`src/rtl/accelerator_sequencer_pkg.sv`:
```
// accelerator_sequencer_pkg
// Shared types and constants for the matrix stream sequencer:
//   seq_state_t  - sequencer FSM state encoding (IDLE / FETCH / PRESENT)
//   MODE_VECTOR  - MODE value selecting a single-row transfer
//   MODE_MATRIX  - MODE value selecting an I x J transfer
package accelerator_sequencer_pkg;

  typedef enum logic [1:0] {
    ST_IDLE    = 2'd0,
    ST_FETCH   = 2'd1,
    ST_PRESENT = 2'd2
  } seq_state_t;

  localparam logic MODE_VECTOR = 1'b0;
  localparam logic MODE_MATRIX = 1'b1;

endpackage

```
`src/rtl/accelerator_sequencer_counter.sv`:
```
// accelerator_sequencer_counter
// Two-dimensional i/j element counter. j runs fastest; when j reaches
// size_j-1 an increment wraps j to 0 and advances i. All arithmetic wraps
// modulo 2^INDEX_SIZE.
// Ports:
//   clk, rst    - clock, asynchronous active-high reset
//   clr         - synchronous clear of both indices
//   inc         - advance to the next element
//   size_i/j    - effective row / column counts (non-zero while counting)
//   last        - current element is (size_i-1, size_j-1)
//   row_start   - current element is the first of a row (j == 0)
module accelerator_sequencer_counter #(
  parameter int INDEX_SIZE = 16
) (
  input  logic                  clk,
  input  logic                  rst,
  input  logic                  clr,
  input  logic                  inc,
  input  logic [INDEX_SIZE-1:0] size_i,
  input  logic [INDEX_SIZE-1:0] size_j,
  output logic                  last,
  output logic                  row_start
);

  localparam logic [INDEX_SIZE-1:0] IDX_ONE = {{(INDEX_SIZE-1){1'b0}}, 1'b1};

  logic [INDEX_SIZE-1:0] idx_i;
  logic [INDEX_SIZE-1:0] idx_j;
  logic [INDEX_SIZE-1:0] max_i;
  logic [INDEX_SIZE-1:0] max_j;
  logic                  j_wrap;

  assign max_i     = size_i - IDX_ONE;
  assign max_j     = size_j - IDX_ONE;
  assign j_wrap    = (idx_j == max_j);
  assign last      = (idx_i == max_i) && j_wrap;
  assign row_start = (idx_j == '0);

  always_ff @(posedge clk or posedge rst) begin
    if (rst) begin
      idx_i <= '0;
      idx_j <= '0;
    end else if (clr) begin
      idx_i <= '0;
      idx_j <= '0;
    end else if (inc) begin
      if (j_wrap) begin
        idx_j <= '0;
        idx_i <= idx_i + IDX_ONE;
      end else begin
        idx_j <= idx_j + IDX_ONE;
      end
    end
  end

endmodule

```
`src/rtl/accelerator_matrix_stream_sequencer.sv`:
```
// accelerator_matrix_stream_sequencer
// Pulls I x J elements from an upstream stream one at a time and presents
// each to a consumer until acknowledged, flagging the first element of
// every row. READY pulses once when the transfer completes.
//
// Handshakes:
//   upstream : an element moves when DATA_IN_VALID && DATA_IN_READY at a
//              rising CLK edge; DATA_IN_READY is high only in FETCH.
//   consumer : DATA_OUT / DATA_I_ENABLE are meaningful while DATA_J_ENABLE
//              is high and stay stable until DATA_OUT_ACK is seen in PRESENT.
//
// Ports:
//   CLK, RST              - clock, asynchronous active-high reset
//   START, MODE           - start request (IDLE only); 0 vector, 1 matrix
//   SIZE_I_IN, SIZE_J_IN  - row / column count, truncated to INDEX_SIZE bits
//   READY                 - one-cycle completion pulse
//   DATA_IN*, DATA_OUT*   - upstream and consumer sides as described above
//   DATA_I_ENABLE         - presented element starts a row
//   DATA_J_ENABLE         - presented element is valid
//   ABORT                 - only with ACCELERATOR_SEQUENCER_ABORT_EN defined:
//                           abandon the transfer and pulse READY
//   dbg_state             - current FSM state (seq_state_t encoding)
module accelerator_matrix_stream_sequencer
  import accelerator_sequencer_pkg::*;
#(
  parameter int DATA_SIZE  = 64,
  parameter int INDEX_SIZE = 16
) (
  input  logic                 CLK,
  input  logic                 RST,
  input  logic                 START,
  output logic                 READY,
  input  logic                 MODE,
  input  logic [DATA_SIZE-1:0] SIZE_I_IN,
  input  logic [DATA_SIZE-1:0] SIZE_J_IN,
  input  logic [DATA_SIZE-1:0] DATA_IN,
  input  logic                 DATA_IN_VALID,
  output logic                 DATA_IN_READY,
  output logic [DATA_SIZE-1:0] DATA_OUT,
  output logic                 DATA_I_ENABLE,
  output logic                 DATA_J_ENABLE,
`ifdef ACCELERATOR_SEQUENCER_ABORT_EN
  input  logic                 ABORT,
`endif
  input  logic                 DATA_OUT_ACK,
  output logic [1:0]           dbg_state
);

  localparam logic [INDEX_SIZE-1:0] IDX_ONE = {{(INDEX_SIZE-1){1'b0}}, 1'b1};

  seq_state_t            state;
  seq_state_t            state_nxt;
  logic                  mode_q;
  logic [INDEX_SIZE-1:0] size_i_q;
  logic [INDEX_SIZE-1:0] size_j_q;
  logic [INDEX_SIZE-1:0] eff_i_q;
  logic [INDEX_SIZE-1:0] eff_i_in;
  logic [INDEX_SIZE-1:0] size_j_in;
  logic                  start_seen;
  logic                  start_go;
  logic                  start_zero;
  logic                  accept;
  logic                  ack_take;
  logic                  abort_take;
  logic                  cnt_inc;
  logic                  cnt_last;
  logic                  cnt_row_start;
  logic                  unused_size_hi;

  // Size bits above INDEX_SIZE are dropped on purpose.
  assign unused_size_hi = ^{SIZE_I_IN[DATA_SIZE-1:INDEX_SIZE],
                            SIZE_J_IN[DATA_SIZE-1:INDEX_SIZE]};

  // Vector mode behaves as a single row regardless of SIZE_I_IN.
  assign size_j_in = SIZE_J_IN[INDEX_SIZE-1:0];
  assign eff_i_in  = (MODE == MODE_MATRIX) ? SIZE_I_IN[INDEX_SIZE-1:0] : IDX_ONE;
  assign eff_i_q   = (mode_q == MODE_MATRIX) ? size_i_q : IDX_ONE;

`ifdef ACCELERATOR_SEQUENCER_ABORT_EN
  assign abort_take = ABORT && (state != ST_IDLE);
`else
  assign abort_take = 1'b0;
`endif

  // State register
  always_ff @(posedge CLK or posedge RST) begin
    if (RST) state <= ST_IDLE;
    else     state <= state_nxt;
  end

  // Next-state logic
  always_comb begin
    state_nxt = state;
    case (state)
      ST_IDLE:    if (start_go) state_nxt = ST_FETCH;
      ST_FETCH:   if (abort_take) state_nxt = ST_IDLE;
                  else if (accept) state_nxt = ST_PRESENT;
      ST_PRESENT: if (abort_take) state_nxt = ST_IDLE;
                  else if (ack_take) state_nxt = cnt_last ? ST_IDLE : ST_FETCH;
      default:    state_nxt = ST_IDLE;
    endcase
  end

  // Output / strobe decode
  always_comb begin
    DATA_IN_READY = (state == ST_FETCH);
    dbg_state     = state;
    start_seen    = (state == ST_IDLE) && START;
    start_zero    = start_seen && ((eff_i_in == '0) || (size_j_in == '0));
    start_go      = start_seen && !start_zero;
    accept        = (state == ST_FETCH) && DATA_IN_VALID && !abort_take;
    ack_take      = (state == ST_PRESENT) && DATA_OUT_ACK && !abort_take;
    cnt_inc       = ack_take && !cnt_last;
  end

  // Datapath and completion pulse
  always_ff @(posedge CLK or posedge RST) begin
    if (RST) begin
      READY         <= 1'b0;
      DATA_OUT      <= '0;
      DATA_I_ENABLE <= 1'b0;
      DATA_J_ENABLE <= 1'b0;
      mode_q        <= 1'b0;
      size_i_q      <= '0;
      size_j_q      <= '0;
    end else begin
      READY <= start_zero || (ack_take && cnt_last) || abort_take;
      if (start_seen) begin
        mode_q   <= MODE;
        size_i_q <= SIZE_I_IN[INDEX_SIZE-1:0];
        size_j_q <= size_j_in;
      end
      if (accept) begin
        DATA_OUT      <= DATA_IN;
        DATA_J_ENABLE <= 1'b1;
        DATA_I_ENABLE <= cnt_row_start;
      end else if (ack_take || abort_take) begin
        DATA_J_ENABLE <= 1'b0;
        DATA_I_ENABLE <= 1'b0;
      end
    end
  end

  accelerator_sequencer_counter #(
    .INDEX_SIZE (INDEX_SIZE)
  ) u_counter (
    .clk       (CLK),
    .rst       (RST),
    .clr       (start_seen),
    .inc       (cnt_inc),
    .size_i    (eff_i_q),
    .size_j    (size_j_q),
    .last      (cnt_last),
    .row_start (cnt_row_start)
  );

endmodule
```
`config.mk`:
```
export PLATFORM = sky130hd
export DESIGN_NAME = accelerator_matrix_stream_sequencer
export DESIGN_NICKNAME = d
export VERILOG_FILES = /design/src/rtl/accelerator_sequencer_pkg.sv /design/src/rtl/accelerator_sequencer_counter.sv /design/src/rtl/accelerator_matrix_stream_sequencer.sv
export SDC_FILE = /design/constraint.sdc
export NUM_CORES = 1
export LEC_CHECK = 0
export ABC_CLOCK_PERIOD_IN_PS = 4900
export BUFFER_PORTS_ARGS = -buffer_cell sky130_fd_sc_hd__buf_2
export CAP_MARGIN = 20
export CORE_MARGIN = 2
export CORE_UTILIZATION = 51
export DETAILED_ROUTE_END_ITERATION = 12
export PLACE_DENSITY = 0.9
export SYNTH_ARGS = -nofsm -noshare
export SYNTH_HDL_FRONTEND = slang
export SYNTH_SLANG_ARGS = --single-unit
```
`constraint.sdc`:
```
create_clock -name CLK -period 4.9 [get_ports CLK]
set_input_delay 0.245 -clock CLK [delete_from_list [all_inputs] [get_ports CLK]]
set_output_delay 0.245 -clock CLK [all_outputs]
set_load 0.02 [all_outputs]
```
==> out/summary.md <==
The flow ran to the end, and the final reports show no timing, DRC or antenna violations. VDD sags by at most 0.4314 mV. The combinational group share of total power was 43.6%; the floorplan die width was 125.5 µm. The run gives 17 as the clock buffer count from CTS. Relative to the synthesized area, the layout overhead comes to 19.89%. In this run the cell area measured after placement is 0.008439 mm². TritonCTS built the clock tree. Leaving out fill and tap cells, the most frequent cell in the layout is buf_2. The run gives 0.004135 µW as the leakage power total.

For the pin with the worst max-slew slack, the measured transition is 0.9584 ns. The core region is 0.01448 mm². The H-tree generated during clock tree synthesis spans 4 levels.

The analysis attributes to net switching a power of 2458 µW. The detailed placer's ending HPWL is 13.97 mm, and the vias per cell is 5.915. After the last flow step, the layout net total stands at 1130. The cell area after synthesis is 0.007531 mm², and the routed via count is 6648.

The slowest stage of the critical path is the or4b_1 cell. Global routing finished with a remaining overflow of 0. In this design, the largest share of critical-path delay is due to simple AND/OR/NAND/NOR gates.

The library cells used most frequently in the layout, excluding fill and tap cells, are buf_2, nand2_1, dfrtp_1. The number of nets in the synthesized netlist is 981. The count of input and output buffers works out to 171.

Dividing the detail-routed wire length by the instance count gives 17.51 µm. Pin placement for this block handled 268 I/O pins. The routed design could run at a clock period as short as 3.807 ns. Number of buffers and inverters on the critical path: 1.

The number of antenna violations at the first check in global routing came out at 0. In this run, post-CTS hold repair placed 0 buffers. The number of cell rows came out at 44.

After synthesis the netlist holds a flip-flop and latch count of 134. For the weighted congestion reported at the end of routability-driven placement, the log shows 0.9136. In this run the worst path has a maximum fanout of 12.

The tools report the critical path capture point type as a flip-flop. The top flip-flop cell by instance count after synthesis is dfrtp_1. The run gives 25.39% as the aggregate global-route resource usage. The critical path goes through inv_1, nor2_1, ha_1, nor2b_4, o31ai_1, nand4_1, or4b_1, or4b_4, nor4_4, a31oi_2, o21ai_1. Synthesis produced a netlist whose cell count is 778. For the count of endpoints failing setup in the final report, the log shows 0. For this run, design rule violations remaining after detail routing come to 0. Fraction of power spent switching nets: 42.89%.

The number of enable-type register cells in the synthesized netlist was 0. After synthesis, the netlist uses 81 different library cells. Pin count of the biggest net entering global routing: 102.

In the final timing run, aggregate negative setup slack is 0 ns. For the tightest slew margin relative to the limit, the log shows 35.91%. The y dimension of the die works out to 125.5 µm.

The worst-case clock skew is 0.01007 ns, and the buffers inserted during post-CTS setup optimization is 0. The endpoint required time on the critical path is 5.22 ns, and the antenna diode count is 0. The detail route stage leaves a number of antenna-violating nets equal to 0.

Dividing the final minimum period by the clock period gives 77.70%. Timing would allow up to 262.7 MHz. The hold violation total from the final report is 0, and the largest stage delay on the critical path is 0.55 ns.

The worst setup path is of the flip-flop to flip-flop kind. The run gives 34.3% as the portion of total power attributed to sequential cells. For the buffer depth of the longest clock path, the log shows 2. Cell internal power was estimated by the tool at 3274 µW. The total die area came out at 0.01575 mm². The via count of the first global-routing pass is 6629. The number of max-slew violations in the final report was 0. Cells with a size suffix above 1 make up 33.51% of the layout.

The tree is rooted in a clkbuf_16. Setup repair after global routing left no endpoint under its margin. Worst min-delay path class: input pin to asynchronous set/reset pin. A synthesized cell averages 9.680 µm². The share of total power dissipated in the clock network is 22.1%. The fraction of registers with async set/reset was 100.0%; the number of optimization iterations in the first detailed-route pass was 7.

The insertion delay to the later sink of the worst-skew pair was 0.42 ns; the global-route wire length before repair was 32.51 mm. The total of max-cap violations is 0. The launching element type of the critical path is a flip-flop. The final layout contains routed wiring with a total length of 19.69 mm.

The count of warnings emitted by yosys is 0. Measured on the finished design, the core utilization comes to 62.36%. Once layout is done, the placed cells without fillers occupy 0.009029 mm². The power per standard cell area is 634.8 mW/mm². The logs give 5732 µW for the power consumption and 44.53% for the part of the Yosys area used for sequential elements. After clock tree synthesis, the clock-pin slew on the worst setup and hold paths is 0.06 ns.

The logs give 0 for the number of gates resized after cts and 4.13 ns for the data arrival time at the worst-slack endpoint. The tree built by TritonCTS fans out to 134 sinks. The run gives 52.01% as the initial core utilization. The tools report the violation count after the first detailed-routing iteration as 611.
==> worst paths after layout <==
kind                                           from                         endpoint  slack (ns)  cells past startpoint
setup / recovery                 mode_q$_DFFE_PP0P_  u_counter.idx_j[12]$_DFFE_PP0P_        1.09                     11
hold / removal                                  RST          DATA_OUT[3]$_DFFE_PP0P_       0.003                      2
setup reg to reg                 mode_q$_DFFE_PP0P_  u_counter.idx_j[12]$_DFFE_PP0P_        1.09                     11
hold reg to reg            size_j_q[15]$_DFFE_PP0P_         size_j_q[15]$_DFFE_PP0P_        0.50                      2
max in group asynchronous                       RST         DATA_OUT[54]$_DFFE_PP0P_        3.89                      3
min in group CLK                       SIZE_I_IN[3]          size_i_q[3]$_DFFE_PP0P_        0.03                      3
==> synth_stat cells, types with 3 or more instances <==
cell type  count  area (µm²)
a21o_1         5       37.54
a21oi_1       17       85.08
a22oi_1        3       22.52
a311oi_1       3       26.28
a31o_2         4       35.03
a31oi_1        6       37.54
and2_1         3       18.77
and3_1        14       87.58
and4_1         3       26.28
buf_1          7       26.28
buf_2         16       80.08
buf_6          4       45.04
clkbuf_1      19       71.32
dfrtp_1      134        3353
ha_1           5       62.56
inv_1         25       93.84
mux2_2        64       720.7
mux2i_1       12       120.1
nand2_1      139       521.8
nand2b_1       6       37.54
nand3_1       27       135.1
nand4_1       20       125.1
nor2_1        30       112.6
nor2b_1        3       18.77
nor3_1        22       110.1
nor3_2         3       30.03
nor3b_1        4       30.03
nor4_1        21       131.4
nor4b_1        3       26.28
o21a_1         4       30.03
o21ai_0       22       110.1
o21ai_1        4       20.02
o21ai_2        9       78.83
o22ai_1        3       18.77
o31ai_1        6       45.04
or3_1          6       37.54
or4_1          9       67.56
or4_4          3       33.78
or4b_1         3       30.03
xnor2_1       22       192.7
xor2_1        13       113.9
==> cell families (layout without fill, tap and decap cells) <==
kind of cell / after synthesis / after routing / synth area share [%]
flip-flops: 134 / 134 / 44.53
buffers and inverters: 72 / 234 / 4.303
multiplexers: 76 / 76 / 11.16
adder cells (fa/ha/maj): 5 / 5 / 0.8307
XOR/XNOR: 35 / 35 / 4.070
AND/OR/NAND/NOR: 340 / 340 / 23.97
AO/OA/AOI/OAI: 116 / 116 / 11.13
==> worst reg2reg max path, delay by kind of cell (launching register included) <==
family,cells,cell delay [ns]
AND/OR/NAND/NOR,6,1.76
AO/OA/AOI/OAI,3,0.97
flip-flops,1,0.37
adder cells (fa/ha/maj),1,0.34
buffers and inverters,1,0.26
==> routing by layer <==
layer  track usage (%)  vias up  share of wire, %
li1                  -     3091                 -
met1             32.89     3170                41
met2             40.92      341                48
met3             6.333       46               8.7
met4             10.52        0               3.0
met5                 0        -                 0
==> cell type report <==
| cell class | count | area (µm²) |
|---|---|---|
| fill | 1145 | 5450 |
| multi-input combinational | 572 | 3856 |
| sequential | 134 | 3353 |
| timing repair buffer | 177 | 900.9 |
| clock buffer | 17 | 425.4 |
| tap | 184 | 230.2 |
| clock inverter | 15 | 163.9 |
| inverter | 25 | 98.84 |
==> state kept, by name, summed over array words and instances, names as in the netlist, 2 cells and up <==
signal,cells
size_j_q,16
dbg_state,2
DATA_OUT,64
size_i_q,16
u_counter.idx_j,16
u_counter.idx_i,16
==> stage by stage <==
stage / setup slack (ns) / cells / hold WS, ns
2_1_floorplan: 1.072 / 778 / 0.3504
3_3_place_gp: 1.259 / 1092 / 0.4525
3_5_place_dp: 1.193 / 1092 / 0.4557
4_1_cts: 1.149 / 1124 / 0.02327
5_1_grt: 0.8750 / 1124 / 0.03359
6_report: 1.093 / 1124 / 0.002856
==> power by group through the flow <==
stage,clock network [µW],logic [µW],registers (µW)
final,1270,2500,1970
after global routing,1330,2710,2020
after CTS,1280,2490,1950
after detailed placement,0,2470,1960
after global placement,0,2390,1940
after floorplan,0,1590,2160
(Power assumes the default switching activity.)
